[src/rtl/apb_vga_sync_if.sv]
// APB3 slave bus bundle for apb_vga_sync.
//   paddr   : register address (bits [3:2] select the register)
//   pwdata  : write data
//   pwrite  : 1 = write access
//   psel    : peripheral select
//   penable : access phase
//   prdata  : read data (combinational from register state)
//   pready  : always ready
//   pslverr : never errors
interface apb_vga_sync_if #(
  parameter int APB_ADDR_WIDTH = 12
) ();
  logic [APB_ADDR_WIDTH-1:0] paddr;
  logic [31:0]               pwdata;
  logic                      pwrite;
  logic                      psel;
  logic                      penable;
  logic [31:0]               prdata;
  logic                      pready;
  logic                      pslverr;

  modport master (
    output paddr, pwdata, pwrite, psel, penable,
    input  prdata, pready, pslverr
  );

  modport slave (
    input  paddr, pwdata, pwrite, psel, penable,
    output prdata, pready, pslverr
  );
endinterface

[src/rtl/apb_vga_sync.sv]
// APB-programmable VGA timing and pattern generator (640x480@60 by default).
// A clock divider produces a pixel tick; horizontal/vertical counters advance
// on each tick and the registered sync/colour outputs load the decode of the
// current (h,v), so the pads lag the POS register by one pixel.
//   clk_i    : system clock (only clock)
//   rst_n    : synchronous active-low reset
//   apb      : APB slave bus (CTRL, COLOR, STATUS, POS registers)
//   irq_o    : one-cycle frame-done pulse
//   vga_hs_o : horizontal sync, active-low
//   vga_vs_o : vertical sync, active-low
//   rgb_o    : {R[3:0],G[3:0],B[3:0]}
module apb_vga_sync #(
  parameter int PIX_DIV        = 4,
  parameter int H_VIS          = 640,
  parameter int H_FP           = 16,
  parameter int H_SYNC         = 96,
  parameter int H_BP           = 48,
  parameter int V_VIS          = 480,
  parameter int V_FP           = 10,
  parameter int V_SYNC         = 2,
  parameter int V_BP           = 33,
  parameter int APB_ADDR_WIDTH = 12
) (
  input  logic                 clk_i,
  input  logic                 rst_n,
  apb_vga_sync_if.slave        apb,
  output logic                 irq_o,
  output logic                 vga_hs_o,
  output logic                 vga_vs_o,
  output logic [11:0]          rgb_o
);

  localparam int H_TOT = H_VIS + H_FP + H_SYNC + H_BP;
  localparam int V_TOT = V_VIS + V_FP + V_SYNC + V_BP;
  localparam int DIV_W = (PIX_DIV > 1) ? $clog2(PIX_DIV) : 1;

  localparam logic [DIV_W-1:0] DIV_LAST = DIV_W'(PIX_DIV - 1);
  localparam logic [9:0] H_LAST   = 10'(H_TOT - 1);
  localparam logic [9:0] V_LAST   = 10'(V_TOT - 1);
  localparam logic [9:0] H_VIS_C  = 10'(H_VIS);
  localparam logic [9:0] V_VIS_C  = 10'(V_VIS);
  localparam logic [9:0] HS_BEG   = 10'(H_VIS + H_FP);
  localparam logic [9:0] HS_END   = 10'(H_VIS + H_FP + H_SYNC - 1);
  localparam logic [9:0] VS_BEG   = 10'(V_VIS + V_FP);
  localparam logic [9:0] VS_END   = 10'(V_VIS + V_FP + V_SYNC - 1);

  // Programmable registers
  logic             en_q, en_d;
  logic [1:0]       mode_q, mode_d;
  logic [11:0]      color_q, color_d;
  logic             fd_q, fd_d;
  // Frame-stable copies of MODE/COLOR
  logic [1:0]       mode_act_q;
  logic [11:0]      color_act_q;
  // Timing state
  logic [DIV_W-1:0] div_cnt_q;
  logic [9:0]       h_cnt_q;
  logic [9:0]       v_cnt_q;
  // Registered pad outputs
  logic             hs_q, vs_q, irq_q;
  logic [11:0]      rgb_q;

  logic             wr, wr_ctrl, wr_color, wr_stat;
  logic [1:0]       reg_sel;
  logic             tick, frame_start, frame_end, vblank;
  logic [1:0]       mode_use;
  logic [11:0]      color_use;
  logic [11:0]      pix_rgb;
  logic             hs_n, vs_n;
  logic [31:0]      rdata;
  logic             unused_bits;

  function automatic logic [11:0] bar_color(input logic [9:0] h);
    case (h / 10'd80)
      10'd0:   bar_color = 12'hFFF;
      10'd1:   bar_color = 12'hFF0;
      10'd2:   bar_color = 12'h0FF;
      10'd3:   bar_color = 12'h0F0;
      10'd4:   bar_color = 12'hF0F;
      10'd5:   bar_color = 12'hF00;
      10'd6:   bar_color = 12'h00F;
      default: bar_color = 12'h000;
    endcase
  endfunction

  assign reg_sel  = apb.paddr[3:2];
  assign wr       = apb.psel & apb.penable & apb.pwrite;
  assign wr_ctrl  = wr & (reg_sel == 2'd0);
  assign wr_color = wr & (reg_sel == 2'd1);
  assign wr_stat  = wr & (reg_sel == 2'd2);

  assign en_d    = wr_ctrl  ? apb.pwdata[0]    : en_q;
  assign mode_d  = wr_ctrl  ? apb.pwdata[2:1]  : mode_q;
  assign color_d = wr_color ? apb.pwdata[11:0] : color_q;

  // Ticks stop on the very edge that clears EN, so a disable write never
  // coincides with a frame-done event.
  assign tick        = en_q & en_d & (div_cnt_q == DIV_LAST);
  assign frame_start = (h_cnt_q == 10'd0) & (v_cnt_q == 10'd0);
  assign frame_end   = tick & (h_cnt_q == H_LAST) & (v_cnt_q == V_LAST);
  assign vblank      = (v_cnt_q >= V_VIS_C);

  // Set beats a simultaneous write-one-to-clear.
  assign fd_d = frame_end | (fd_q & ~(wr_stat & apb.pwdata[0]));

  // Pixel (0,0) is decoded on the same tick that loads the shadow copies,
  // so it must already see the newly programmed values.
  assign mode_use  = frame_start ? mode_q  : mode_act_q;
  assign color_use = frame_start ? color_q : color_act_q;

  assign hs_n = ~((h_cnt_q >= HS_BEG) && (h_cnt_q <= HS_END));
  assign vs_n = ~((v_cnt_q >= VS_BEG) && (v_cnt_q <= VS_END));

  always_comb begin
    pix_rgb = 12'h000;
    if ((h_cnt_q < H_VIS_C) && (v_cnt_q < V_VIS_C)) begin
      case (mode_use)
        2'd0:    pix_rgb = color_use;
        2'd1:    pix_rgb = bar_color(h_cnt_q);
        2'd2:    pix_rgb = (h_cnt_q[5] ^ v_cnt_q[5]) ? color_use : 12'h000;
        default: pix_rgb = 12'h000;
      endcase
    end
  end

  always_ff @(posedge clk_i) begin
    if (!rst_n) begin
      en_q        <= 1'b0;
      mode_q      <= 2'd0;
      color_q     <= 12'h000;
      fd_q        <= 1'b0;
      mode_act_q  <= 2'd0;
      color_act_q <= 12'h000;
      div_cnt_q   <= '0;
      h_cnt_q     <= 10'd0;
      v_cnt_q     <= 10'd0;
      hs_q        <= 1'b1;
      vs_q        <= 1'b1;
      rgb_q       <= 12'h000;
      irq_q       <= 1'b0;
    end else begin
      en_q    <= en_d;
      mode_q  <= mode_d;
      color_q <= color_d;
      fd_q    <= fd_d;
      irq_q   <= frame_end;
      if (!en_d) begin
        div_cnt_q <= '0;
        h_cnt_q   <= 10'd0;
        v_cnt_q   <= 10'd0;
        hs_q      <= 1'b1;
        vs_q      <= 1'b1;
        rgb_q     <= 12'h000;
      end else if (en_q) begin
        // On the enabling edge itself (en_q still 0) everything stays at
        // zero, so the first tick lands PIX_DIV cycles after the write.
        div_cnt_q <= tick ? '0 : div_cnt_q + DIV_W'(1);
        if (tick) begin
          hs_q  <= hs_n;
          vs_q  <= vs_n;
          rgb_q <= pix_rgb;
          if (frame_start) begin
            mode_act_q  <= mode_q;
            color_act_q <= color_q;
          end
          if (h_cnt_q == H_LAST) begin
            h_cnt_q <= 10'd0;
            v_cnt_q <= (v_cnt_q == V_LAST) ? 10'd0 : v_cnt_q + 10'd1;
          end else begin
            h_cnt_q <= h_cnt_q + 10'd1;
          end
        end
      end
    end
  end

  always_comb begin
    rdata = 32'h0;
    if (apb.psel) begin
      case (reg_sel)
        2'd0:    rdata[2:0]  = {mode_q, en_q};
        2'd1:    rdata[11:0] = color_q;
        2'd2:    rdata[1:0]  = {vblank, fd_q};
        default: rdata       = {6'd0, v_cnt_q, 6'd0, h_cnt_q};
      endcase
    end
  end

  assign apb.prdata  = rdata;
  assign apb.pready  = 1'b1;
  assign apb.pslverr = 1'b0;

  assign irq_o    = irq_q;
  assign vga_hs_o = hs_q;
  assign vga_vs_o = vs_q;
  assign rgb_o    = rgb_q;

  // Address/data bits outside the decoded register map.
  assign unused_bits = ^{apb.pwdata[31:12], apb.paddr[APB_ADDR_WIDTH-1:4],
                         apb.paddr[1:0]};

endmodule

[src/flat_wrapper.sv]
// flat-port wrapper written by rule: the top's interface ports become plain ports
module apb_vga_sync_flat 
#(
  parameter int PIX_DIV        = 4,
  parameter int H_VIS          = 640,
  parameter int H_FP           = 16,
  parameter int H_SYNC         = 96,
  parameter int H_BP           = 48,
  parameter int V_VIS          = 480,
  parameter int V_FP           = 10,
  parameter int V_SYNC         = 2,
  parameter int V_BP           = 33,
  parameter int APB_ADDR_WIDTH = 12
)
  (clk_i, rst_n, irq_o, vga_hs_o, vga_vs_o, rgb_o, apb_paddr, apb_pwdata, apb_pwrite, apb_psel, apb_penable, apb_prdata, apb_pready, apb_pslverr);
  apb_vga_sync_if #(.APB_ADDR_WIDTH(APB_ADDR_WIDTH)) apb_i ();
  input  logic clk_i;
  input  logic rst_n;
  output logic irq_o;
  output logic vga_hs_o;
  output logic vga_vs_o;
  output logic [11:0] rgb_o;
  input wire logic [$bits(apb_i.paddr)-1:0] apb_paddr;
  input wire logic [$bits(apb_i.pwdata)-1:0] apb_pwdata;
  input wire logic [$bits(apb_i.pwrite)-1:0] apb_pwrite;
  input wire logic [$bits(apb_i.psel)-1:0] apb_psel;
  input wire logic [$bits(apb_i.penable)-1:0] apb_penable;
  output wire logic [$bits(apb_i.prdata)-1:0] apb_prdata;
  output wire logic [$bits(apb_i.pready)-1:0] apb_pready;
  output wire logic [$bits(apb_i.pslverr)-1:0] apb_pslverr;
  assign apb_i.paddr = apb_paddr;
  assign apb_i.pwdata = apb_pwdata;
  assign apb_i.pwrite = apb_pwrite;
  assign apb_i.psel = apb_psel;
  assign apb_i.penable = apb_penable;
  assign apb_prdata = apb_i.prdata;
  assign apb_pready = apb_i.pready;
  assign apb_pslverr = apb_i.pslverr;
  apb_vga_sync #(.PIX_DIV(PIX_DIV), .H_VIS(H_VIS), .H_FP(H_FP), .H_SYNC(H_SYNC), .H_BP(H_BP), .V_VIS(V_VIS), .V_FP(V_FP), .V_SYNC(V_SYNC), .V_BP(V_BP), .APB_ADDR_WIDTH(APB_ADDR_WIDTH)) u_core (.clk_i(clk_i), .rst_n(rst_n), .apb(apb_i), .irq_o(irq_o), .vga_hs_o(vga_hs_o), .vga_vs_o(vga_vs_o), .rgb_o(rgb_o));
endmodule
[config.mk]
export PLATFORM = sky130hd
export DESIGN_NAME = apb_vga_sync_flat
export DESIGN_NICKNAME = d
export VERILOG_FILES = /design/src/rtl/apb_vga_sync_if.sv /design/src/rtl/apb_vga_sync.sv /design/src/flat_wrapper.sv
export SDC_FILE = /design/constraint.sdc
export NUM_CORES = 1
export LEC_CHECK = 0
export BUFFER_PORTS_ARGS = -buffer_cell sky130_fd_sc_hd__buf_2
export CAP_MARGIN = 10
export CORE_ASPECT_RATIO = 0.7
export CORE_MARGIN = 2
export CORE_UTILIZATION = 47
export DETAILED_ROUTE_END_ITERATION = 6
export HOLD_SLACK_MARGIN = 0.06
export PLACE_DENSITY_LB_ADDON = 0.25
export SLEW_MARGIN = 20
export SYNTH_ARGS = -nofsm -noshare
export SYNTH_HDL_FRONTEND = slang
export SYNTH_SLANG_ARGS = --single-unit
[constraint.sdc]
create_clock -name clk_i -period 1.72 [get_ports clk_i]
set_input_delay 0 -clock clk_i [delete_from_list [all_inputs] [get_ports clk_i]]
set_output_delay 0 -clock clk_i [all_outputs]
set_load 0.05 [all_outputs]
==> results.yml <==
outcome:
  outcome: "finished with violations"
  failed_checks: "setup timing"
clock_tree:
  cts_tree: "yes"
  insertion_delay_ns: 0.35
  clk_path_buf_depth: 2
  clock_buffer_count_from_cts: 9
  cts_max_level: 3
  ctsRootBufferMaster: "sky130_fd_sc_hd__clkbuf_8"
  cts.sinks: 67
  clock_pin_transition_on_the_worst_setup_and_hold_timing_paths_ns: 0.08
placed_design:
  gpl.final_weighted_congestion: 0.8910
  detailedPlacementHpwl_um: 7358
  io_buffer_count: 55
  dpl.cell_count: 608
logic_synthesis:
  synth-seq-cells: 67
  postSynthCellCount: 421
  yosys_warning_count: 0
  asyncSetResetFlopFracSynth_pct: 0
  synth_top_flop_cell: "sky130_fd_sc_hd__dfxtp_1"
  seq_area_frac_synth_pct: 37.72
  synth_top_cell_by_area: "sky130_fd_sc_hd__dfxtp_1"
  edff_count_synth: 0
  syn-cell-area_um2: 3556
  post_syn_area_per_cell_um2: 8.446
  synth_top_area_share_pct: 37.72
  synth.area.top_cells: "sky130_fd_sc_hd__dfxtp_1 (38%), sky130_fd_sc_hd__mux2i_1 (7.9%), sky130_fd_sc_hd__nor2_1 (5.5%)"
  synth_cell_type_count: 58
floorplan:
  die_w_um: 108.0
  dieHeight_um: 76.78
  start_util_pct: 48.58
  core_area_um2: 7320
  num_io_pins: 98
  rows: 26
  total_die_area_um2: 8289
hold_path:
  timing.hold.worst.class: "input pin to flop"
global_routing:
  grt_start_max_net_pins: 31
  grt_pass1_wl_um: 16570
  global_route.usage.total_pct: 25.33
  number_of_global_route_vias_before_repair: 3324
  globalRoute.totalOverflow: 0
  grt_antenna_before_repair: 0
timing:
  clock.fmax_mhz: 526.7
  final_min_period_over_clock_period_pct: 110.4
  final_hold_viol_count: 0
  final_critical_path_setup_slack_ns: -0.1785
  worst_hold_slack_ns: 0.1819
  grt_setup_unrepaired: "true"
  post-route-min-period_ns: 1.898
  final-max-slew-violation-count: 0
  finalClockSkew_ns: 0.01087
  setup-violations-final: 37
cells_and_area:
  area_growth_pct: 37.54
  nNetsFinal: 594
  antennaDiodeCount: 0
  drive_above_1_share_pct: 34.68
  post_layout_nonfiller_instances: 643
drt:
  drt-initial-drc-count: 269
  drc_errors: 0
  number_of_iterations_in_the_first_detailed_routing_pass: 6
  detail_route.wirelength_um: 10370
  wl_per_cell_um: 16.13
  route.vias.total: 3538
  drt-vias-per-instance: 5.502
  number_of_nets_still_failing_antenna_checks_after_routing: 0
pwr:
  vdd_ir_drop_max_v: 0.0005598
  power.density_nw_per_um2: 664.9
  total_leakage_power_nw: 1.958
setup_path:
  crit_path_end_kind: "flop"
  critPathKind: "flop to flop"
  timing.critical_path.arrival_ns: 2.16
  worstPathMaxFanout: 4
  worst_setup_path_start_kind: "flop"
  cp.required_ns: 1.98
job:
  maxCapViolCount: 0
cells by family after synthesis:
kind of cell / share of synthesized area (%)
mux: 8.832
flops: 37.72
simple gates: 24.95
other cells: 0.2112
xor+xnor: 4.434
buf+inv: 9.042
fa+ha+maj: 1.759
compound gates: 13.05
layer usage:
layer,routed length (um),global-route usage (%),vias up
li1,-,-,1686
met3,784,5.612,14
met2,4769,39.43,142
met1,4711,35.86,1696
met4,105,5.513,0
met5,0,0,-
Yosys cell counts (4+ instances only):
| library cell | instances |
|---|---|
| sky130_fd_sc_hd__nor2_1 | 52 |
| sky130_fd_sc_hd__inv_1 | 20 |
| sky130_fd_sc_hd__nor3_1 | 8 |
| sky130_fd_sc_hd__nand2_1 | 48 |
| sky130_fd_sc_hd__nor4_1 | 6 |
| sky130_fd_sc_hd__o221ai_1 | 13 |
| sky130_fd_sc_hd__nand3_1 | 15 |
| sky130_fd_sc_hd__nor2b_1 | 4 |
| sky130_fd_sc_hd__a211oi_1 | 8 |
| sky130_fd_sc_hd__o21ai_0 | 8 |
| sky130_fd_sc_hd__ha_1 | 5 |
| sky130_fd_sc_hd__mux2i_1 | 28 |
| sky130_fd_sc_hd__clkbuf_1 | 12 |
| sky130_fd_sc_hd__xor2_1 | 9 |
| sky130_fd_sc_hd__and2_1 | 10 |
| sky130_fd_sc_hd__xnor2_1 | 9 |
| sky130_fd_sc_hd__buf_4 | 14 |
| sky130_fd_sc_hd__and3_1 | 4 |
| sky130_fd_sc_hd__a21oi_1 | 21 |
| sky130_fd_sc_hd__nand4_1 | 7 |
| sky130_fd_sc_hd__dfxtp_1 | 67 |
final cells by class:
cell class / instances / area [um2]
clock buffer: 9 / 123.9
timing repair buffer: 135 / 963.4
multi-input combinational: 306 / 2152
clock inverter: 7 / 100.1
sequential: 67 / 1350
tap: 98 / 122.6
inverter: 21 / 78.83
fill: 601 / 2429
path summary, 6_finish.rpt:
kind,slack (ns),cells after the start,endpoint,start
max,-0.18,7,u_core.rgb_o[8]$_SDFFE_PN0P_,u_core.v_cnt_q[7]$_SDFFE_PN0P_
min,0.18,5,u_core.v_cnt_q[7]$_SDFFE_PN0P_,rst_n
max reg2reg,-0.18,7,u_core.rgb_o[8]$_SDFFE_PN0P_,u_core.v_cnt_q[7]$_SDFFE_PN0P_
min reg2reg,0.48,2,u_core.fd_q$_SDFF_PN0_,u_core.fd_q$_SDFF_PN0_
where the power goes:
| group | internal (mW) | switching (mW) |
|---|---|---|
| Combinational | 0.0642 | 0.136 |
| Sequential | 1.55 | 0.00618 |
| Clock | 0.829 | 0.663 |
sequential cells by signal, indices dropped and copies added, names as in the netlist:
register            count
u_core.color_q         12
u_core.mode_act_q       2
u_core.mode_q           2
u_core.color_act_q     12
u_core.irq_o            1
u_core.h_cnt_q         10
u_core.v_cnt_q         10
u_core.fd_q             1
u_core.vga_hs_o         1
u_core.en_q             1
u_core.vga_vs_o         1
u_core.div_cnt_q        2
u_core.rgb_o           12
critical path, cell delays in order (launching register included):
cell,delay (ns)
sky130_fd_sc_hd__dfxtp_2,0.35
sky130_fd_sc_hd__nor4_4,0.30
sky130_fd_sc_hd__nand3b_1,0.31
sky130_fd_sc_hd__nor4b_4,0.35
sky130_fd_sc_hd__buf_4,0.16
sky130_fd_sc_hd__o211ai_1,0.10
sky130_fd_sc_hd__buf_4,0.19
sky130_fd_sc_hd__o221ai_1,0.06
cells in the final DEF, fill, tap and decap left out, drive strengths merged, types with 3 or more instances in the layout:
master and count:
ha 5, o211ai 3, nor2b 4, inv 22, dlygate4sd3 12, nand4 8, xor2 9, and2 10
clkbuf 10, dfxtp 67, xnor2 9, a211oi 8, mux2i 28, buf 122, clkinv 4, nor3 10
nor2 53, nand2 48, and3 5, nor4 6, conb 12, o221ai 13, o21ai 10, a21oi 21
nand3 15
per-stage QoR:
| step | util (%) | TNS (ns) | worst slack [ns] | instance area, um2 | power (mW) |
|---|---|---|---|---|---|
| 3_3_place_gp | 57.95 | -2.265 | -0.1203 | 4242 | 1.763 |
| 5_1_grt | 66.82 | -7.321 | -0.2743 | 4891 | 3.368 |
| 4_1_cts | 64.99 | -3.347 | -0.1341 | 4757 | 3.254 |
| 6_report | 66.82 | -4.495 | -0.1785 | 4891 | 3.252 |
| 3_5_place_dp | 57.95 | -5.245 | -0.2710 | 4242 | 1.765 |
| 2_1_floorplan | - | -1.056 | -0.09545 | 3603 | 1.735 |
repair_timing:
action                                  CTS  global route
endpoints found under the setup margin   39            49
endpoints found under the hold margin    14             0
resized for setup                        26            32
hold buffers                             12             0
gates cloned                              1             0
pin swaps                                15            14
buffers inserted                          6             3
Note: power is estimated with default switching activity, not from simulation.
